==> src/rtl/uart_tx.sv <==
// uart_tx: 8-bit UART transmitter, LSB first, 8N1 by default. Parity
// (odd/even) and a second stop bit are optional. A one-byte holding register
// behind a valid/ready handshake lets frames run back to back with no idle gap.
//
// Ports:
//   clk         system clock, rising edge
//   rst         synchronous active-high reset
//   i_tx_data   byte to send, sampled when i_tx_valid && o_tx_ready
//   i_tx_valid  i_tx_data is valid
//   o_tx_ready  holding register empty (registered)
//   o_tx        serial line, idle high, driven straight from a flop
//   o_tx_busy   holding register full or a frame in progress (registered)
module uart_tx #(
  parameter int CLK_RATE  = 100_000_000,
  parameter int BAUD_RATE = 9600,
  parameter int PARITY    = 0,
  parameter int STOP_BITS = 1
) (
  input  logic       clk,
  input  logic       rst,
  input  logic [7:0] i_tx_data,
  input  logic       i_tx_valid,
  output logic       o_tx_ready,
  output logic       o_tx,
  output logic       o_tx_busy
);

  localparam int NCLKS_PER_BIT = CLK_RATE / BAUD_RATE;
  localparam int CNT_W = (NCLKS_PER_BIT >= 2) ? $clog2(NCLKS_PER_BIT) : 1;
  localparam logic [CNT_W-1:0] BAUD_LAST = CNT_W'(NCLKS_PER_BIT - 1);
  localparam logic [2:0] STOP_LAST = 3'(STOP_BITS - 1);

  generate
    if (NCLKS_PER_BIT < 2) begin : g_bad_rate
      $error("uart_tx: CLK_RATE/BAUD_RATE must be at least 2");
    end
    if ((PARITY < 0) || (PARITY > 2)) begin : g_bad_parity
      $error("uart_tx: PARITY must be 0, 1 or 2");
    end
    if ((STOP_BITS < 1) || (STOP_BITS > 2)) begin : g_bad_stop
      $error("uart_tx: STOP_BITS must be 1 or 2");
    end
  endgenerate

  typedef enum logic [2:0] {
    S_IDLE   = 3'd0,
    S_START  = 3'd1,
    S_DATA   = 3'd2,
    S_PARITY = 3'd3,
    S_STOP   = 3'd4
  } state_t;

  // Parity bit for a byte: even parity makes the total number of ones even.
  function automatic logic parity_bit(input logic [7:0] data);
    logic bit_s;
    if (PARITY == 2) begin
      bit_s = ^data;
    end else begin
      bit_s = ~^data;
    end
    return bit_s;
  endfunction

  state_t           state_r, state_s;
  logic [CNT_W-1:0] baud_cnt_r, baud_cnt_s;
  logic [2:0]       bit_cnt_r, bit_cnt_s;
  logic [7:0]       shifter_r, shifter_s;
  logic             parity_r, parity_s;
  logic [7:0]       hold_data_r, hold_data_s;
  logic             hold_valid_r, hold_valid_s;
  logic             tx_r, tx_s;
  logic             ready_r, ready_s;
  logic             busy_r, busy_s;
  logic             baud_done_s;
  logic             load_s;
  logic             accept_s;

  assign baud_done_s = (baud_cnt_r == BAUD_LAST);
  assign accept_s    = i_tx_valid && ready_r;

  // Next-state, counters, holding register and next line level.
  always_comb begin
    state_s      = state_r;
    bit_cnt_s    = bit_cnt_r;
    shifter_s    = shifter_r;
    parity_s     = parity_r;
    hold_data_s  = hold_data_r;
    hold_valid_s = hold_valid_r;
    load_s       = 1'b0;
    tx_s         = 1'b1;

    // The baud counter only runs inside a frame and restarts on every bit edge.
    if ((state_r == S_IDLE) || baud_done_s) begin
      baud_cnt_s = '0;
    end else begin
      baud_cnt_s = baud_cnt_r + CNT_W'(1);
    end

    case (state_r)
      S_IDLE: begin
        bit_cnt_s = 3'd0;
        if (hold_valid_r) begin
          load_s  = 1'b1;
          state_s = S_START;
        end else begin
          state_s = S_IDLE;
        end
      end
      S_START: begin
        if (baud_done_s) begin
          state_s = S_DATA;
        end else begin
          state_s = S_START;
        end
      end
      S_DATA: begin
        if (baud_done_s) begin
          shifter_s = {1'b0, shifter_r[7:1]};
          if (bit_cnt_r == 3'd7) begin
            bit_cnt_s = 3'd0;
            state_s   = (PARITY != 0) ? S_PARITY : S_STOP;
          end else begin
            bit_cnt_s = bit_cnt_r + 3'd1;
          end
        end else begin
          state_s = S_DATA;
        end
      end
      S_PARITY: begin
        if (baud_done_s) begin
          state_s = S_STOP;
        end else begin
          state_s = S_PARITY;
        end
      end
      S_STOP: begin
        if (baud_done_s) begin
          if (bit_cnt_r == STOP_LAST) begin
            bit_cnt_s = 3'd0;
            // A waiting byte starts immediately: no idle cycle between frames.
            if (hold_valid_r) begin
              load_s  = 1'b1;
              state_s = S_START;
            end else begin
              state_s = S_IDLE;
            end
          end else begin
            bit_cnt_s = bit_cnt_r + 3'd1;
          end
        end else begin
          state_s = S_STOP;
        end
      end
      default: begin
        state_s   = S_IDLE;
        bit_cnt_s = 3'd0;
      end
    endcase

    // Load and accept never coincide: a load needs hold_valid, which holds ready low.
    if (load_s) begin
      shifter_s    = hold_data_r;
      parity_s     = parity_bit(hold_data_r);
      hold_valid_s = 1'b0;
    end else if (accept_s) begin
      hold_data_s  = i_tx_data;
      hold_valid_s = 1'b1;
    end else begin
      hold_valid_s = hold_valid_r;
    end

    // The line level follows the state being entered so o_tx can be a flop.
    case (state_s)
      S_IDLE:   tx_s = 1'b1;
      S_START:  tx_s = 1'b0;
      S_DATA:   tx_s = shifter_s[0];
      S_PARITY: tx_s = parity_s;
      S_STOP:   tx_s = 1'b1;
      default:  tx_s = 1'b1;
    endcase

    ready_s = !hold_valid_s;
    busy_s  = hold_valid_s || (state_s != S_IDLE);
  end

  // State, datapath and output registers with synchronous reset.
  always_ff @(posedge clk) begin
    if (rst) begin
      state_r      <= S_IDLE;
      baud_cnt_r   <= '0;
      bit_cnt_r    <= 3'd0;
      shifter_r    <= 8'h00;
      parity_r     <= 1'b0;
      hold_data_r  <= 8'h00;
      hold_valid_r <= 1'b0;
      tx_r         <= 1'b1;
      ready_r      <= 1'b1;
      busy_r       <= 1'b0;
    end else begin
      state_r      <= state_s;
      baud_cnt_r   <= baud_cnt_s;
      bit_cnt_r    <= bit_cnt_s;
      shifter_r    <= shifter_s;
      parity_r     <= parity_s;
      hold_data_r  <= hold_data_s;
      hold_valid_r <= hold_valid_s;
      tx_r         <= tx_s;
      ready_r      <= ready_s;
      busy_r       <= busy_s;
    end
  end

  assign o_tx       = tx_r;
  assign o_tx_ready = ready_r;
  assign o_tx_busy  = busy_r;

endmodule

==> config.mk <==
export PLATFORM = sky130hd
export DESIGN_NAME = uart_tx
export DESIGN_NICKNAME = d
export VERILOG_FILES = /design/src/rtl/uart_tx.sv
export SDC_FILE = /design/constraint.sdc
export NUM_CORES = 1
export LEC_CHECK = 0
export CAP_MARGIN = 5
export CORE_MARGIN = 2
export CORE_UTILIZATION = 52
export DETAILED_ROUTE_END_ITERATION = 8
export PLACE_DENSITY = 0.85
export SLEW_MARGIN = 20
export SYNTH_ARGS = -nofsm -noshare
export SYNTH_HDL_FRONTEND = slang
export SYNTH_SLANG_ARGS = --single-unit
==> constraint.sdc <==
create_clock -name clk -period 1.9 [get_ports clk]
set_input_delay 0.475 -clock clk [delete_from_list [all_inputs] [get_ports clk]]
set_output_delay 0.475 -clock clk [all_outputs]
set_load 0.005 [all_outputs]
After elaboration in Yosys (flattened, before gate mapping). Index checks and enable logic that the tools add are counted.

Register bits after elaboration: 41. Logic and storage cells: 65.

Add/subtract/negate cells: 2. Eq/ne operators: 11. Muxes and demuxes: 24. Bitwise operators: 2. Reductions and logical operators: 15.

Operators by type and width (count): $mux W3 (9); $mux W8 (3); $pmux W3 S5 (1); $add A14 B1 Y14 const B (1); $eq A14 B14 Y1 const B (1); $eq A3 B2 Y1 const B (4); $pmux W3 S3 (1); $reduce_xnor A8 Y1 (1); $mux W1 (7); $eq A3 B1 Y1 const B (2); $eq A3 B3 Y1 const B (2); $logic_not A3 Y1 (2); $ne A2 B2 Y1 const B (2); $reduce_and A2 Y1 (2); $reduce_bool A2 Y1 (2); $reduce_or A2 Y1 (2); $add A3 B1 Y3 const B (1); $pmux W1 S3 (1); $reduce_and A3 Y1 (1); $reduce_bool A3 Y1 (1); $logic_or A1 B1 Y1 (2); $mux W2 (1); $not A1 Y1 (2); $pmux W1 S2 (1); 2 further kinds (2).

Logic depth before layout (Yosys ltp).
Depth in word-level cells: 6. Gate-level depth with buffers: 9.

Worst setup path before layout. No wires, ideal clock.

Kind: register to register. Start: reg baud_cnt_r[0]. End: reg tx_r (netlist: o_tx). Data arrival time: 1.697 ns. Slack: 0.082 ns. Cell stages (with the launch flop): 8. Path buffers: 1. Path through: dfxtp_1 > ha_1 > and3_1 > buf_2 > nand4_2 > o31ai_1 > nand4_1 > a221o_1.

Word-level cells in the longest chain between the ends: 5. Elaborated cells between the ends (all ways): 16.

Ends and longest elaborated chain: start: declaration (line 65) `logic [CNT_W-1:0] baud_cnt_r, baud_cnt_s;`; start signal: assignment (line 201) `baud_cnt_r <= baud_cnt_s;`; $eq A14 B14 Y1 (*) (line 78) `assign baud_done_s = (baud_cnt_r == BAUD_LAST);`; $mux W3, or another cell as far along (line 137) `if (baud_done_s) begin`; $pmux W3 S5, or another cell as far along (line 99) `case (state_r)`; $eq A3 B2 Y1, or another cell as far along (line 173) `case (state_s)`; $pmux W1 S3 (*) (line 173); end signal: assignment (line 207) `tx_r <= tx_s;`; end: declaration (line 71) `logic tx_r, tx_s;`.

Mark *: on every way between the ends. The rest lies on a longest branch, timed or not. The select of a mux whose other input is x is not followed. A chain may end at the register's enable or synchronous reset.

Worst setup path after layout.
Start: reg baud_cnt_r[4]. End: reg tx_r (netlist: o_tx).

The elaborated chain is that of the path after synthesis.

==> run_results.csv <==
group,metric,value,unit
finish,multiInputGateArea,1100,um2
global_route,antenna_found_initial,0,
global_route,grt_start_max_net_pins,28,
power,pwr-share-comb,13.6,%
setup_path,worst_setup_path_end_kind,"flop",
timing,hold_viol,0,
synth,async_flop_share,0,%
global_route,overflow,0,
clocking,cts_tree,"done",
synth,syn_area,1970,um2
setup_path,regToRegEndpoint,"o_tx$_SDFF_PP1_",
floorplanning,die_area,4300,um2
timing,tightest_slew,0.423,ns
setup_path,reg2reg_depth,5,
timing,setup_viol,0,
finish,fillers,299,
finish,drive_gt1_share,13.3,%
finish,diodes,0,
power,vdd.ir_drop.worst,0.000606,V
floorplanning,start_util,53.9,%
setup_path,endpoint,"o_tx$_SDFF_PP1_",
setup_path,critPathKind,"flop to flop",
clocking,clk_pin_slew,0.08,ns
global_route,grt_pass1_vias,1559,
detailed_routing,wl_per_cell,13.9,um
finish,area_growth,19.7,%
detailed_routing,routed-via-count,1704,
timing,post-route-period-util,95.9,%
power,switching_share,23.9,%
power,power.share.sequential,48.6,%
finish,final_nets,270,
power,internal_power,1.46,mW
synth,syn_inst,233,
floorplanning,die_x,65.6,um
timing,whs,0.451,ns
setup_path,worstPathMaxFanout,4,
setup_path,arrival,2.01,ns
power,p_switching,0.461,mW
setup_path,reg2reg_slack,0.08,ns
timing,slew_headroom,71.7,%
floorplanning,io_pins,14,
finish,fin_util,64.5,%
detailed_routing,drc,0,
timing,period_needed,1.82,ns
detailed_routing,drtIter0Drc,114,
synth,synth_cell_types,44,
hold_path,hold_depth,1,
floorplanning,coreArea,3660,um2
timing,finalMaxSlewViolations,0,
global_route,grt_use_total,21.7,%
floorplanning,die-height,65.6,um
setup_path,crit_path_start,"baud_cnt_r[4]$_SDFF_PP0_",
clocking,clock_sinks,41,
timing,clock_skew,0.00741,ns
synth,yosysWarningCount,0,
timing,setup_tns,0,ns
detailed_routing,dr.pass1.iters,4,
detailed_routing,detail-route-antenna-nets,0,
clocking,cts_root_buf,"clkbuf_8",
hold_path,hp-class,"flop to flop",
synth,synth_edf_count,0,
flow_run,maxCapViolations,0,
placement,hpwl,2910,um
synth,avgSynthCellArea,8.46,um2
setup_path,r2r-start,"baud_cnt_r[4]$_SDFF_PP0_",
setup_path,worstPathRequired,2.08,ns
synth,ys_ff_latch,41,
synth,synth_nets,248,
clocking,hold_buffers,0,
clocking,clk_path_buf_depth,2,
synth,synth-seq-area-share,41.6,%
placement,io_buffers,13,
timing,rsz0062_at_grt,"false",
clocking,postCtsSetupRepairBufs,0,
setup_path,startpoint_type,"flop",
detailed_routing,wl,4220,um
power,power_density,815,nW/um2
finish,final_common_cell,"dfxtp_1",
clocking,insertion_delay,0.30,ns
global_route,grt_pass1_wl,7190,um
outcome,outcome,"finished clean",
finish,seq_area,821,um2
clocking,htree_levels,2,
placement,gp_congestion,0.882,
clocking,postCtsResizedCells,0,
floorplanning,rows,22,
power,leakagePower,0.858,nW
detailed_routing,viasPerCell,5.61,
synth,synth_ff_type,"dfxtp_1",
clocking,cts_buffers,5,
finish,mostFrequentLayoutCells,"dfxtp_1 (41), nor2_1 (31), nand2_1 (22), nand3_1 (22), a21oi_1 (20)",
timing,fmax,549,MHz
power,clkPwrFrac,37.8,%
## kinds of logic after synthesis
| group | share of synthesized area, % |
|---|---|
| multiplexers | 0.508 |
| AO/OA/AOI/OAI | 16.2 |
| adder cells (fa/ha/maj) | 2.54 |
| buffers and inverters | 4.44 |
| flip-flops | 41.6 |
| AND/OR/NAND/NOR | 26.2 |
| XOR/XNOR | 8.44 |
## layer usage
layer,up-vias,share of wire (%),global-route usage [%]
li1,862,-,-
met1,803,50,30.9
met2,32,46,31.9
met3,7,3.4,5.14
met4,0,1.3,7.55
met5,-,0,0
## area by class of cell
cell class	instances	share of cell area (%)
sequential	41	34.8
inverter	3	0.477
clock buffer	7	3.66
clock inverter	1	1.27
tap	48	2.54
timing repair buffer	27	10.5
multi-input combinational	177	46.8
## synth_stat cells, drive strengths merged, types with 2 or more instances
cell,instances,share of area (%)
nand2,22,4.2
or2b,2,0.83
nor2,32,6.1
nand2b,2,0.63
xor2,6,2.7
or2,2,0.63
nand3,22,5.6
inv,3,0.57
ha,4,2.5
buf,8,2.9
clkbuf,3,0.57
o21ai,12,3.0
xnor2,13,5.8
and4,2,0.95
and4bb,2,1.3
a311oi,7,3.1
nor3,3,0.76
dfxtp,41,42
and3,4,1.3
and2b,2,0.76
a21o,3,1.1
nand4,3,1.3
a21oi,21,5.9
## registers in the layout, summed over array words and instances (netlist names)
signal	count
baud_cnt_r	14
bit_cnt_r	3
hold_data_r	8
hold_valid_r	1
o_tx	1
o_tx_busy	1
o_tx_ready	1
parity_r	1
shifter_r	8
state_r	3
## stage by stage
| step | total power [mW] | area [um2] | setup WS (ns) | instances |
|---|---|---|---|---|
| 2_1_floorplan | 1.11 | 1970 | 0.0815 | 233 |
| 3_3_place_gp | 1.21 | 2200 | 0.123 | 296 |
| 3_5_place_dp | 1.21 | 2200 | 0.0603 | 296 |
| 4_1_cts | 1.92 | 2320 | 0.0377 | 304 |
| 5_1_grt | 2.00 | 2360 | 0.00118 | 304 |
| 6_report | 1.93 | 2360 | 0.0772 | 304 |
## how the worst min path moves through the flow
stage,start,to,slack (ns)
detailed placement,baud_cnt_r[0]$_SDFF_PP0_,baud_cnt_r[0]$_SDFF_PP0_,0.43
global route,baud_cnt_r[0]$_SDFF_PP0_,baud_cnt_r[0]$_SDFF_PP0_,0.47
floorplan,baud_cnt_r[0]$_SDFF_PP0_,baud_cnt_r[0]$_SDFF_PP0_,0.42
global placement,baud_cnt_r[0]$_SDFF_PP0_,baud_cnt_r[0]$_SDFF_PP0_,0.43
CTS,baud_cnt_r[0]$_SDFF_PP0_,baud_cnt_r[0]$_SDFF_PP0_,0.46
finish,baud_cnt_r[0]$_SDFF_PP0_,baud_cnt_r[0]$_SDFF_PP0_,0.45
## worst max-delay path: stages (launching register included)
cell and delay (ns):
dfxtp_1 0.35, and4bb_1 0.38, and4_2 0.30, a21oi_1 0.08
o221a_2 0.25, a221o_1 0.34
## power by group through the flow
stage / clock network, mW / registers, mW / logic (mW)
after floorplan: 0 / 0.949 / 0.163
after global placement: 0 / 0.955 / 0.250
after detailed placement: 0 / 0.955 / 0.251
after CTS: 0.732 / 0.935 / 0.254
after global routing: 0.768 / 0.942 / 0.289
final: 0.727 / 0.936 / 0.262
Note: power is estimated with default switching activity, not from simulation.
